`src/rtl/hdmi_tx_if.sv`:
```
// Video bus between the raster generator, the renderer and the HDMI pins.
// master: the raster/pixel stage (drives coordinates and pins).
// slave:  the renderer/board side (drives colour and the blank request).
interface hdmi_tx_if;
  logic [11:0] x;
  logic [11:0] y;
  logic [7:0]  r;
  logic [7:0]  g;
  logic [7:0]  b;
  logic        force_blank;
  logic        hdmi_clk;
  logic [23:0] hdmi_d;
  logic        hdmi_de;
  logic        hdmi_hs;
  logic        hdmi_vs;

  modport master (
    output x, y, hdmi_clk, hdmi_d, hdmi_de, hdmi_hs, hdmi_vs,
    input  r, g, b, force_blank
  );

  modport slave (
    input  x, y, hdmi_clk, hdmi_d, hdmi_de, hdmi_hs, hdmi_vs,
    output r, g, b, force_blank
  );
endinterface

```
`src/rtl/hdmi_tx.sv`:
```
// Raster timing generator and registered pixel output stage (640x480@60 by default).
// Counters run active-first: active, front porch, sync, back porch.
// x/y are combinational from the counters; pins are one register stage later.
// Optional feature macro: PIXEL_DOUBLE_EN (x/y halved for a 2x scaled image).
// resetn is active-high despite its name and acts asynchronously.
module hdmi_tx #(
  parameter int H_ACTIVE = 640,
  parameter int H_FP     = 16,
  parameter int H_SYNC   = 96,
  parameter int H_BP     = 48,
  parameter int V_ACTIVE = 480,
  parameter int V_FP     = 10,
  parameter int V_SYNC   = 2,
  parameter int V_BP     = 33
) (
  input  logic       clk,
  input  logic       resetn,
  hdmi_tx_if.master  vid
);

  localparam int H_TOTAL = H_ACTIVE + H_FP + H_SYNC + H_BP;
  localparam int V_TOTAL = V_ACTIVE + V_FP + V_SYNC + V_BP;

  localparam logic [11:0] H_MAX     = 12'(H_TOTAL - 1);
  localparam logic [11:0] V_MAX     = 12'(V_TOTAL - 1);
  localparam logic [11:0] H_ACT_END = 12'(H_ACTIVE);
  localparam logic [11:0] V_ACT_END = 12'(V_ACTIVE);
  localparam logic [11:0] HS_START  = 12'(H_ACTIVE + H_FP);
  localparam logic [11:0] HS_END    = 12'(H_ACTIVE + H_FP + H_SYNC);
  localparam logic [11:0] VS_START  = 12'(V_ACTIVE + V_FP);
  localparam logic [11:0] VS_END    = 12'(V_ACTIVE + V_FP + V_SYNC);

  logic [11:0] hcnt_q, hcnt_d;
  logic [11:0] vcnt_q, vcnt_d;
  logic [23:0] hdmi_d_q, hdmi_d_d;
  logic        hdmi_de_q, hdmi_de_d;
  logic        hdmi_hs_q, hdmi_hs_d;
  logic        hdmi_vs_q, hdmi_vs_d;
  logic        active, hsync, vsync;

  // Next raster position: hcnt wraps at end of line, vcnt steps on that wrap.
  always_comb begin
    hcnt_d = hcnt_q + 12'd1;
    vcnt_d = vcnt_q;
    if (hcnt_q == H_MAX) begin
      hcnt_d = 12'd0;
      vcnt_d = (vcnt_q == V_MAX) ? 12'd0 : vcnt_q + 12'd1;
    end
  end

  // Region decode and the values the pin register loads this cycle.
  always_comb begin
    active    = (hcnt_q < H_ACT_END) && (vcnt_q < V_ACT_END);
    hsync     = (hcnt_q >= HS_START) && (hcnt_q < HS_END);
    vsync     = (vcnt_q >= VS_START) && (vcnt_q < VS_END);
    hdmi_d_d  = (active && !vid.force_blank) ? {vid.r, vid.g, vid.b} : 24'h0;
    hdmi_de_d = active;
    hdmi_hs_d = !hsync;
    hdmi_vs_d = !vsync;
  end

  // Counters and the single output stage shared by d/de/hs/vs.
  always_ff @(posedge clk or posedge resetn) begin
    if (resetn) begin
      hcnt_q    <= 12'd0;
      vcnt_q    <= 12'd0;
      hdmi_d_q  <= 24'h0;
      hdmi_de_q <= 1'b0;
      hdmi_hs_q <= 1'b1;
      hdmi_vs_q <= 1'b1;
    end else begin
      hcnt_q    <= hcnt_d;
      vcnt_q    <= vcnt_d;
      hdmi_d_q  <= hdmi_d_d;
      hdmi_de_q <= hdmi_de_d;
      hdmi_hs_q <= hdmi_hs_d;
      hdmi_vs_q <= hdmi_vs_d;
    end
  end

`ifdef PIXEL_DOUBLE_EN
  // Each logical pixel covers a 2x2 block of raster positions.
  assign vid.x = {1'b0, hcnt_q[11:1]};
  assign vid.y = {1'b0, vcnt_q[11:1]};
`else
  assign vid.x = hcnt_q;
  assign vid.y = vcnt_q;
`endif

  // Inverted clock puts the transmitter's latch edge mid-way through the data eye.
  assign vid.hdmi_clk = ~clk;
  assign vid.hdmi_d   = hdmi_d_q;
  assign vid.hdmi_de  = hdmi_de_q;
  assign vid.hdmi_hs  = hdmi_hs_q;
  assign vid.hdmi_vs  = hdmi_vs_q;

endmodule

```
`src/flat_wrapper.sv`:
```
// flat-port wrapper written by rule: the top's interface ports become plain ports
module hdmi_tx_flat 
#(
  parameter int H_ACTIVE = 640,
  parameter int H_FP     = 16,
  parameter int H_SYNC   = 96,
  parameter int H_BP     = 48,
  parameter int V_ACTIVE = 480,
  parameter int V_FP     = 10,
  parameter int V_SYNC   = 2,
  parameter int V_BP     = 33
)
  (clk, resetn, vid_x, vid_y, vid_hdmi_clk, vid_hdmi_d, vid_hdmi_de, vid_hdmi_hs, vid_hdmi_vs, vid_r, vid_g, vid_b, vid_force_blank);
  hdmi_tx_if vid_i ();
  input  logic clk;
  input  logic resetn;
  output wire logic [$bits(vid_i.x)-1:0] vid_x;
  output wire logic [$bits(vid_i.y)-1:0] vid_y;
  output wire logic [$bits(vid_i.hdmi_clk)-1:0] vid_hdmi_clk;
  output wire logic [$bits(vid_i.hdmi_d)-1:0] vid_hdmi_d;
  output wire logic [$bits(vid_i.hdmi_de)-1:0] vid_hdmi_de;
  output wire logic [$bits(vid_i.hdmi_hs)-1:0] vid_hdmi_hs;
  output wire logic [$bits(vid_i.hdmi_vs)-1:0] vid_hdmi_vs;
  input wire logic [$bits(vid_i.r)-1:0] vid_r;
  input wire logic [$bits(vid_i.g)-1:0] vid_g;
  input wire logic [$bits(vid_i.b)-1:0] vid_b;
  input wire logic [$bits(vid_i.force_blank)-1:0] vid_force_blank;
  assign vid_x = vid_i.x;
  assign vid_y = vid_i.y;
  assign vid_hdmi_clk = vid_i.hdmi_clk;
  assign vid_hdmi_d = vid_i.hdmi_d;
  assign vid_hdmi_de = vid_i.hdmi_de;
  assign vid_hdmi_hs = vid_i.hdmi_hs;
  assign vid_hdmi_vs = vid_i.hdmi_vs;
  assign vid_i.r = vid_r;
  assign vid_i.g = vid_g;
  assign vid_i.b = vid_b;
  assign vid_i.force_blank = vid_force_blank;
  hdmi_tx #(.H_ACTIVE(H_ACTIVE), .H_FP(H_FP), .H_SYNC(H_SYNC), .H_BP(H_BP), .V_ACTIVE(V_ACTIVE), .V_FP(V_FP), .V_SYNC(V_SYNC), .V_BP(V_BP)) u_core (.clk(clk), .resetn(resetn), .vid(vid_i));
endmodule
```
`config.mk`:
```
export PLATFORM = sky130hd
export DESIGN_NAME = hdmi_tx_flat
export DESIGN_NICKNAME = d
export VERILOG_FILES = /design/src/rtl/hdmi_tx_if.sv /design/src/rtl/hdmi_tx.sv /design/src/flat_wrapper.sv
export SDC_FILE = /design/constraint.sdc
export NUM_CORES = 1
export LEC_CHECK = 0
export BUFFER_PORTS_ARGS = -buffer_cell sky130_fd_sc_hd__buf_4
export CORE_ASPECT_RATIO = 1.5
export CORE_UTILIZATION = 50
export CTS_CLUSTER_DIAMETER = 120
export DETAILED_ROUTE_END_ITERATION = 7
export PLACE_DENSITY = 0.81
export SLEW_MARGIN = 30
export SYNTH_ARGS = -nofsm -noshare
export SYNTH_HDL_FRONTEND = slang
export SYNTH_SLANG_ARGS = --single-unit
```
`constraint.sdc`:
```
create_clock -name clk -period 4 [get_ports clk]
set_input_delay 1 -clock clk [delete_from_list [all_inputs] [get_ports clk]]
set_output_delay 1 -clock clk [all_outputs]
set_load 0.005 [all_outputs]
```
==> results of run 1 <==
## area by class of cell
type | count | area (um^2) | area share
repair buffers | 77 | 578.1 | 0.2021
flip-flops and latches | 51 | 1279 | 0.4471
well taps | 45 | 56.30 | 0.01969
clock inverters | 1 | 3.754 | 0.001312
inverters | 7 | 28.78 | 0.01006
multi-input cells | 117 | 784.5 | 0.2743
clock buffers | 9 | 130.1 | 0.04549
## power breakdown
part / switching (mW) / internal, mW
Combinational: 0.0241 / 0.0372
Sequential: 0.00333 / 0.527
Clock: 0.170 / 0.213
Total: 0.198 / 0.778
## cell families after synthesis
group	synth area share
buf+inv	0.02656
xor+xnor	0.05785
mux	0.01239
simple gates	0.2444
flops	0.6033
compound gates	0.03188
fa+ha+maj	0.02361
## how the worst max path moves through the flow
stage / to / cells after the start / startpoint / slack, ps
floorplan: vid_hdmi_clk / 1 / clk / 960
global placement: vid_hdmi_clk / 2 / clk / 880
detailed placement: vid_hdmi_clk / 2 / clk / 880
CTS: vid_hdmi_clk / 4 / clk / 550
global route: vid_hdmi_clk / 4 / clk / 520
finish: vid_hdmi_clk / 4 / clk / 550
## layer usage
metal	global-route usage	routed length, um
met5	0	0
met4	0.07750	38
met2	0.3578	2202
met1	0.2039	1601
met3	0.05370	240
## stage by stage
stage,power [mW],std cells
final,0.9753,307
after global routing,1.017,307
after CTS,0.9891,307
after detailed placement,0.6241,299
after global placement,0.6217,299
after floorplan,0.5670,181
## worst max-delay path: stages
cell and delay [ps]:
clkbuf_8 130, clkbuf_8 160, inv_1 50, buf_4 90
## sequential cells by signal, indices dropped and copies added (netlist names)
| signal | cells |
|---|---|
| u_core.vid.hdmi_vs | 1 |
| u_core.vid.y | 12 |
| u_core.vid.x | 12 |
| u_core.vid.hdmi_hs | 1 |
| u_core.vid.hdmi_de | 1 |
| u_core.vid.hdmi_d | 24 |
## cells in the final DEF (no fill, tap or decap), drive strengths merged, types with 2 or more instances in the layout
cell type / count
a31oi: 2
nand3: 13
and3: 5
mux2: 2
a21oi: 2
or3: 2
and4: 4
nor4: 2
and2: 27
xor2: 5
clkbuf: 8
nand4: 9
nor4b: 2
o21ai: 6
dfstp: 2
nand2: 7
xnor2: 9
inv: 8
nor3: 3
nor2: 8
ha: 4
buf: 78
dfrtp: 49
==> impl_metrics.yaml, run 1 <==
critical_path:
  regToRegSetupSlack_ps: 1860
  arrival_ps: 2450
  cp_max_fo: 15
  setup.worst_path.end_class: "output pin"
  worstSetupPathType: "clock port to output pin"
  rr_endpoint: "u_core.vid.y[4]$_DFFE_PP0N_"
  worstSetupStartpointType: "clock port"
  timing.rr.start: "u_core.vid.x[0]$_DFF_PP0_"
  critPathRequiredTime_ps: 3000
  r2r_cells: 5
cells_and_area:
  fill_cells: 320
  design_area_um2: 2860
  syn_to_final_growth_pct: 34.95
  final_util: 0.7162
  diodes: 0
  finalNetCount: 292
  drive_gt1_frac: 0.3588
clocking:
  path_clk_slew_ps: 90
  cts_resized: 0
  cts_hold_buf: 0
  clk_path_buf_depth: 2
  cts_setup_buffers: 0
  clk_latency_ps: 290
  cts-root-buf: "clkbuf_8"
  h-tree-depth: 2
  cts_made_buffers: 5
  cts_tree: "done"
floorplan:
  die_w_um: 55.16
  initial_core_util: 0.5307
  dieArea_um2: 4509
  rows: 28
  io_pins: 79
  die_h_um: 81.74
  core_area_um2: 3994
placement:
  dpl.hpwl_um: 2962
  place_area_um2: 2738
  port_buffers: 78
  place_congestion: 0.8434
  dpl_worst_slack_ps: 879.2
grt:
  grt_max_degree: 52
  grt_pass1_wl_um: 6361
  track_usage: 0.1969
  antenna_found_initial: 0
  grt_pass1_vias: 1514
  overflow: 0
flow_run:
  drv_cap: 0
synth:
  async_reset_ff_frac: 1.000
  yosys.area.top_type: "dfrtp_1"
  synthTopCellsByArea: "dfrtp_1 (58%), and2_1 (8.0%), xnor2_1 (3.7%), nand3_1 (3.1%), dfstp_2 (2.5%)"
  synth_edf_count: 0
  synth.most_common_cell: "dfrtp_1"
  synth_seq_area_share: 0.6033
  synth_top_area_frac: 0.5785
  synth_top_flop_cell: "dfrtp_1"
  netlist_instances: 181
  ys_ff_latch: 51
  yosys_warnings: 0
  ys_types: 33
  netlist_top_cells_count: "dfrtp_1 (49), and2_1 (27), nand3_1 (13)"
  synth_area_um2: 2120
  synth_nets: 212
  syn_area_per_cell_um2: 11.71
timing:
  slew_headroom: 0.4282
  worstMarginPinSlew_ps: 851.2
  report.final.hold_viol_count: 0
  slew_viol_final: 0
  fin_tns_setup_ps: 0
  worst_slack_ps: 554.8
  fin_skew_ps: 3.788
  rsz0062_at_grt: "false"
  setup_viol_count_final: 0
  whs_ps: 520.1
routing:
  viasPerCell: 5.189
  wl_per_cell_um: 13.30
  route.vias.total: 1593
  first_pass_iters: 4
  finalWirelength_um: 4083
  drt-initial-drc-count: 38
  drc_errors: 0
  antenna_left: 0
min_path:
  hold_class: "register to register"
  worstHoldStart: "u_core.vid.x[11]$_DFF_PP0_"
  worstHoldEndpoint: "u_core.vid.x[11]$_DFF_PP0_"
  hold_path_depth: 1
power_and_ir_drop:
  vdd_ir_drop_max_mv: 0.2792
  powerDensity_nw_per_um2: 341.0
  p_leak_nw: 1.439
run_status:
  status: "complete, no violations"
No activity file was read; power rests on OpenSTA's default activity.
==> inputs of run 2 (changes only) <==
--- a/config.mk
+++ b/config.mk
@@ -8,6 +8,7 @@
 export BUFFER_PORTS_ARGS = -buffer_cell sky130_fd_sc_hd__buf_4
 export CORE_ASPECT_RATIO = 1.5
 export CORE_UTILIZATION = 50
+export CTS_BUF_LIST = sky130_fd_sc_hd__clkbuf_4 sky130_fd_sc_hd__clkbuf_8 sky130_fd_sc_hd__clkbuf_16
 export CTS_CLUSTER_DIAMETER = 120
 export DETAILED_ROUTE_END_ITERATION = 7
 export PLACE_DENSITY = 0.81
==> impl_metrics.yaml, run 2 (synthesis gave the netlist of run 1 again) <==
run_status:
  status: "complete, no violations"
power_and_ir_drop:
  powerDensity_nw_per_um2: 344.4
  vdd_ir_drop_max_mv: 0.2650
  p_leak_nw: 1.442
floorplan:
  rows: 28
  core_area_um2: 3994
  dieArea_um2: 4509
  io_pins: 79
  initial_core_util: 0.5307
  die_h_um: 81.74
  die_w_um: 55.16
clocking:
  path_clk_slew_ps: 90
  cts-root-buf: "clkbuf_8"
  clk_latency_ps: 300
  cts_tree: "done"
  cts_setup_buffers: 0
  cts_resized: 0
  h-tree-depth: 2
  cts_made_buffers: 5
  clk_path_buf_depth: 2
  cts_hold_buf: 0
placement:
  dpl.hpwl_um: 2962
  place_area_um2: 2738
  place_congestion: 0.8434
  dp.cells: 299
  port_buffers: 78
flow_run:
  drv_cap: 0
timing:
  fin_tns_setup_ps: 0
  slew_headroom: 0.4289
  worstMarginPinSlew_ps: 850.2
  fin_skew_ps: 3.319
  report.final.hold_viol_count: 0
  setup_viol_count_final: 0
  whs_ps: 520.2
  rsz0062_at_grt: "false"
  slew_viol_final: 0
cells_and_area:
  design_area_um2: 2864
  finalNetCount: 292
  syn_to_final_growth_pct: 35.12
  multi_input_area_um2: 784.5
  drive_gt1_frac: 0.3626
  layout_common_cells: "buf_4 (78), dfrtp_1 (49), and2_1 (27)"
  largest_reg_flops: 24
  diodes: 0
  final_util: 0.7171
  final_cell_count_no_fill: 307
  final_common_cell: "buf_4"
  register_area_um2: 1279
  fill_cells: 319
grt:
  overflow: 0
  track_usage: 0.1984
  grt_pass1_wl_um: 6375
  grt_max_degree: 52
  antenna_found_initial: 0
  grt_pass1_vias: 1514
routing:
  antenna_left: 0
  wl_per_cell_um: 13.31
  drt-initial-drc-count: 38
  first_pass_iters: 4
  finalWirelength_um: 4085
  route.vias.total: 1585
  drc_errors: 0
  viasPerCell: 5.163
critical_path:
  critPathRequiredTime_ps: 3000
  arrival_ps: 2450
  setup.worst_path.end_class: "output pin"
  cp_max_fo: 15
  worstSetupStartpointType: "clock port"
  worstSetupPathType: "clock port to output pin"
min_path:
  hold_class: "register to register"
-- run 2: metrics by stage --
stage | total power [mW] | worst slack [ps]
after floorplan | 0.5670 | 956.9
after global placement | 0.6217 | 879.2
after detailed placement | 0.6241 | 879.2
after CTS | 0.9975 | 542.9
after global routing | 1.026 | 519.1
final | 0.9863 | 549.3
-- run 2: power breakdown --
| group | switching, mW | internal, mW | total [mW] |
|---|---|---|---|
| Clock | 0.174 | 0.220 | 0.394 |
| Sequential | 0.00333 | 0.527 | 0.531 |
| Combinational | 0.0241 | 0.0372 | 0.0613 |
-- run 2: critical path, stage by stage --
cell and delay, ps:
clkbuf_8 130, clkbuf_8 170, inv_1 50, buf_4 90
-- run 2: layer usage --
| layer | routed length [um] | global-route usage | vias to the layer above |
|---|---|---|---|
| met5 | 0 | 0 | - |
| met2 | 2174 | 0.3602 | 57 |
| met1 | 1585 | 0.2039 | 750 |
| met3 | 251 | 0.05370 | 6 |
| met4 | 74 | 0.08250 | 0 |
| li1 | - | - | 772 |
-- run 2: path summary, 6_finish.rpt --
check	startpoint	to	slack, ps	cells past startpoint
max	clk	vid_hdmi_clk	550	4
min	u_core.vid.x[11]$_DFF_PP0_	u_core.vid.x[11]$_DFF_PP0_	520	1
max reg2reg	u_core.vid.x[0]$_DFF_PP0_	u_core.vid.y[4]$_DFFE_PP0N_	1850	5
min reg2reg	u_core.vid.x[11]$_DFF_PP0_	u_core.vid.x[11]$_DFF_PP0_	520	1
max in group asynchronous	resetn	u_core.vid.y[4]$_DFFE_PP0N_	2830	2
min in group asynchronous	resetn	u_core.vid.hdmi_d[18]$_DFF_PP0_	780	2
-- run 2: cell type report --
| cell class | instances | area share |
|---|---|---|
| sequential | 51 | 0.4465 |
| multi-input combinational | 117 | 0.2739 |
| timing repair buffer | 77 | 0.2018 |
| clock buffer | 9 | 0.04675 |
| tap | 45 | 0.01966 |
| inverter | 7 | 0.01005 |
| clock inverter | 1 | 0.001311 |
==> inputs of run 3 (changes only) <==
--- a/config.mk
+++ b/config.mk
@@ -11,7 +11,7 @@
 export CTS_BUF_LIST = sky130_fd_sc_hd__clkbuf_4 sky130_fd_sc_hd__clkbuf_8 sky130_fd_sc_hd__clkbuf_16
 export CTS_CLUSTER_DIAMETER = 120
 export DETAILED_ROUTE_END_ITERATION = 7
-export PLACE_DENSITY = 0.81
+export PLACE_DENSITY_LB_ADDON = 0.12
 export SLEW_MARGIN = 30
 export SYNTH_ARGS = -nofsm -noshare
 export SYNTH_HDL_FRONTEND = slang
==> impl_metrics.yaml, run 3 (synthesis gave the netlist of run 1 again) <==
routing:
  route.vias.total: 1631
  wl_met3_um: 274
  finalWirelength_um: 4105
  maxUsedRoutingLayer: "met4"
  drc_errors: 0
  drt-met1-wl_um: 1524
  antenna_left: 0
  first_pass_iters: 4
  dr_wl_met2_um: 2230
  wl_per_cell_um: 13.33
  viasPerCell: 5.295
  drt-initial-drc-count: 26
timing:
  slew_headroom: 0.5802
  report.final.hold_viol_count: 0
  slew_viol_final: 0
  fin_tns_setup_ps: 0
  rsz0062_at_grt: "false"
  setup_viol_count_final: 0
  worstMarginPinSlew_ps: 629.8
  fin_skew_ps: 3.659
critical_path:
  worstSetupPathType: "clock port to output pin"
  setup.worst_path.end_class: "output pin"
  cp_max_fo: 15
  arrival_ps: 2450
  critPathRequiredTime_ps: 3000
  worstSetupStartpointType: "clock port"
cells_and_area:
  diodes: 0
  finalNetCount: 293
  syn_to_final_growth_pct: 33.88
  layout_common_cells: "buf_4 (79), dfrtp_1 (49), and2_1 (27)"
  final_util: 0.7105
  largest_reg_flops: 24
  drive_gt1_frac: 0.3612
  final_common_cell: "buf_4"
floorplan:
  die_w_um: 55.16
  io_pins: 79
  initial_core_util: 0.5307
  dieArea_um2: 4509
  core_area_um2: 3994
  rows: 28
  die_h_um: 81.74
placement:
  dpl.hpwl_um: 3018
  port_buffers: 78
  place_congestion: 0.8135
clocking:
  cts_tree: "done"
  h-tree-depth: 2
  clk_latency_ps: 300
  path_clk_slew_ps: 90
  cts_resized: 0
  clk_path_buf_depth: 2
  cts_hold_buf: 0
  cts_made_buffers: 5
  cts_setup_buffers: 0
  cts-root-buf: "clkbuf_8"
power_and_ir_drop:
  seq_power_share: 0.580
  p_sw_frac: 0.2155
  p_leak_nw: 1.435
  vdd_ir_drop_max_mv: 0.2721
  clockPowerShare: 0.352
  p_sw_uw: 197.1
  internal_power_uw: 717.2
  p_comb_frac: 0.068
  powerDensity_nw_per_um2: 322.2
grt:
  grt_max_degree: 52
  antenna_found_initial: 0
  grt_pass1_vias: 1565
  track_usage: 0.2056
  overflow: 0
  grt_pass1_wl_um: 6693
min_path:
  hold_class: "register to register"
run_status:
  status: "complete, no violations"
flow_run:
  drv_cap: 0
run 3: path summary, 6_finish.rpt:
kind	start	to	slack [ps]	depth (start not counted)
setup / recovery	clk	vid_hdmi_clk	550	4
hold / removal	u_core.vid.x[11]$_DFF_PP0_	u_core.vid.x[11]$_DFF_PP0_	500	1
setup reg to reg	u_core.vid.x[0]$_DFF_PP0_	u_core.vid.y[4]$_DFFE_PP0N_	1830	5
hold reg to reg	u_core.vid.x[11]$_DFF_PP0_	u_core.vid.x[11]$_DFF_PP0_	500	1
max in group asynchronous	resetn	u_core.vid.y[3]$_DFFE_PP0N_	2820	2
min in group asynchronous	resetn	u_core.vid.hdmi_d[13]$_DFF_PP0_	780	2
run 3: final cells by class:
class | count | area (um^2)
clock buffer | 7 | 90.09
clock inverter | 3 | 13.76
fill | 310 | 1156
inverter | 7 | 28.78
multi-input combinational | 117 | 784.5
sequential | 51 | 1279
tap | 45 | 56.30
timing repair buffer | 78 | 585.6
run 3: per-stage QoR:
| stage | instances | cell area [um^2] | worst slack [ps] | power, mW | hold slack (ps) |
|---|---|---|---|---|---|
| finish | 308 | 2838 | 551.4 | 0.9143 | 502.0 |
| detailed placement | 299 | 2738 | 879.2 | 0.6240 | 489.4 |
| CTS | 307 | 2830 | 538.3 | 0.9305 | 503.7 |
| global route | 308 | 2838 | 523.2 | 0.9520 | 529.3 |
| floorplan | 181 | 2120 | 956.9 | 0.5670 | 485.2 |
| global placement | 299 | 2735 | 879.2 | 0.6226 | 478.5 |
run 3: routing by layer:
layer / vias up / global-route usage
met5: - / 0
met4: 0 / 0.07750
met3: 7 / 0.06852
met2: 59 / 0.3530
met1: 786 / 0.2269
li1: 779 / -
run 3: power groups by stage:
stage | combinational (mW) | clock [mW] | sequential [mW]
floorplan | 0.0187 | 0.00572 | 0.543
global placement | 0.0621 | 0.0199 | 0.541
detailed placement | 0.0633 | 0.0199 | 0.541
CTS | 0.0632 | 0.336 | 0.531
global route | 0.0691 | 0.351 | 0.532
finish | 0.0620 | 0.322 | 0.531
run 3: worst max-delay path, cell delays in order:
cell and delay [ps]:
clkbuf_8 130, clkbuf_8 160, inv_1 50, buf_4 100
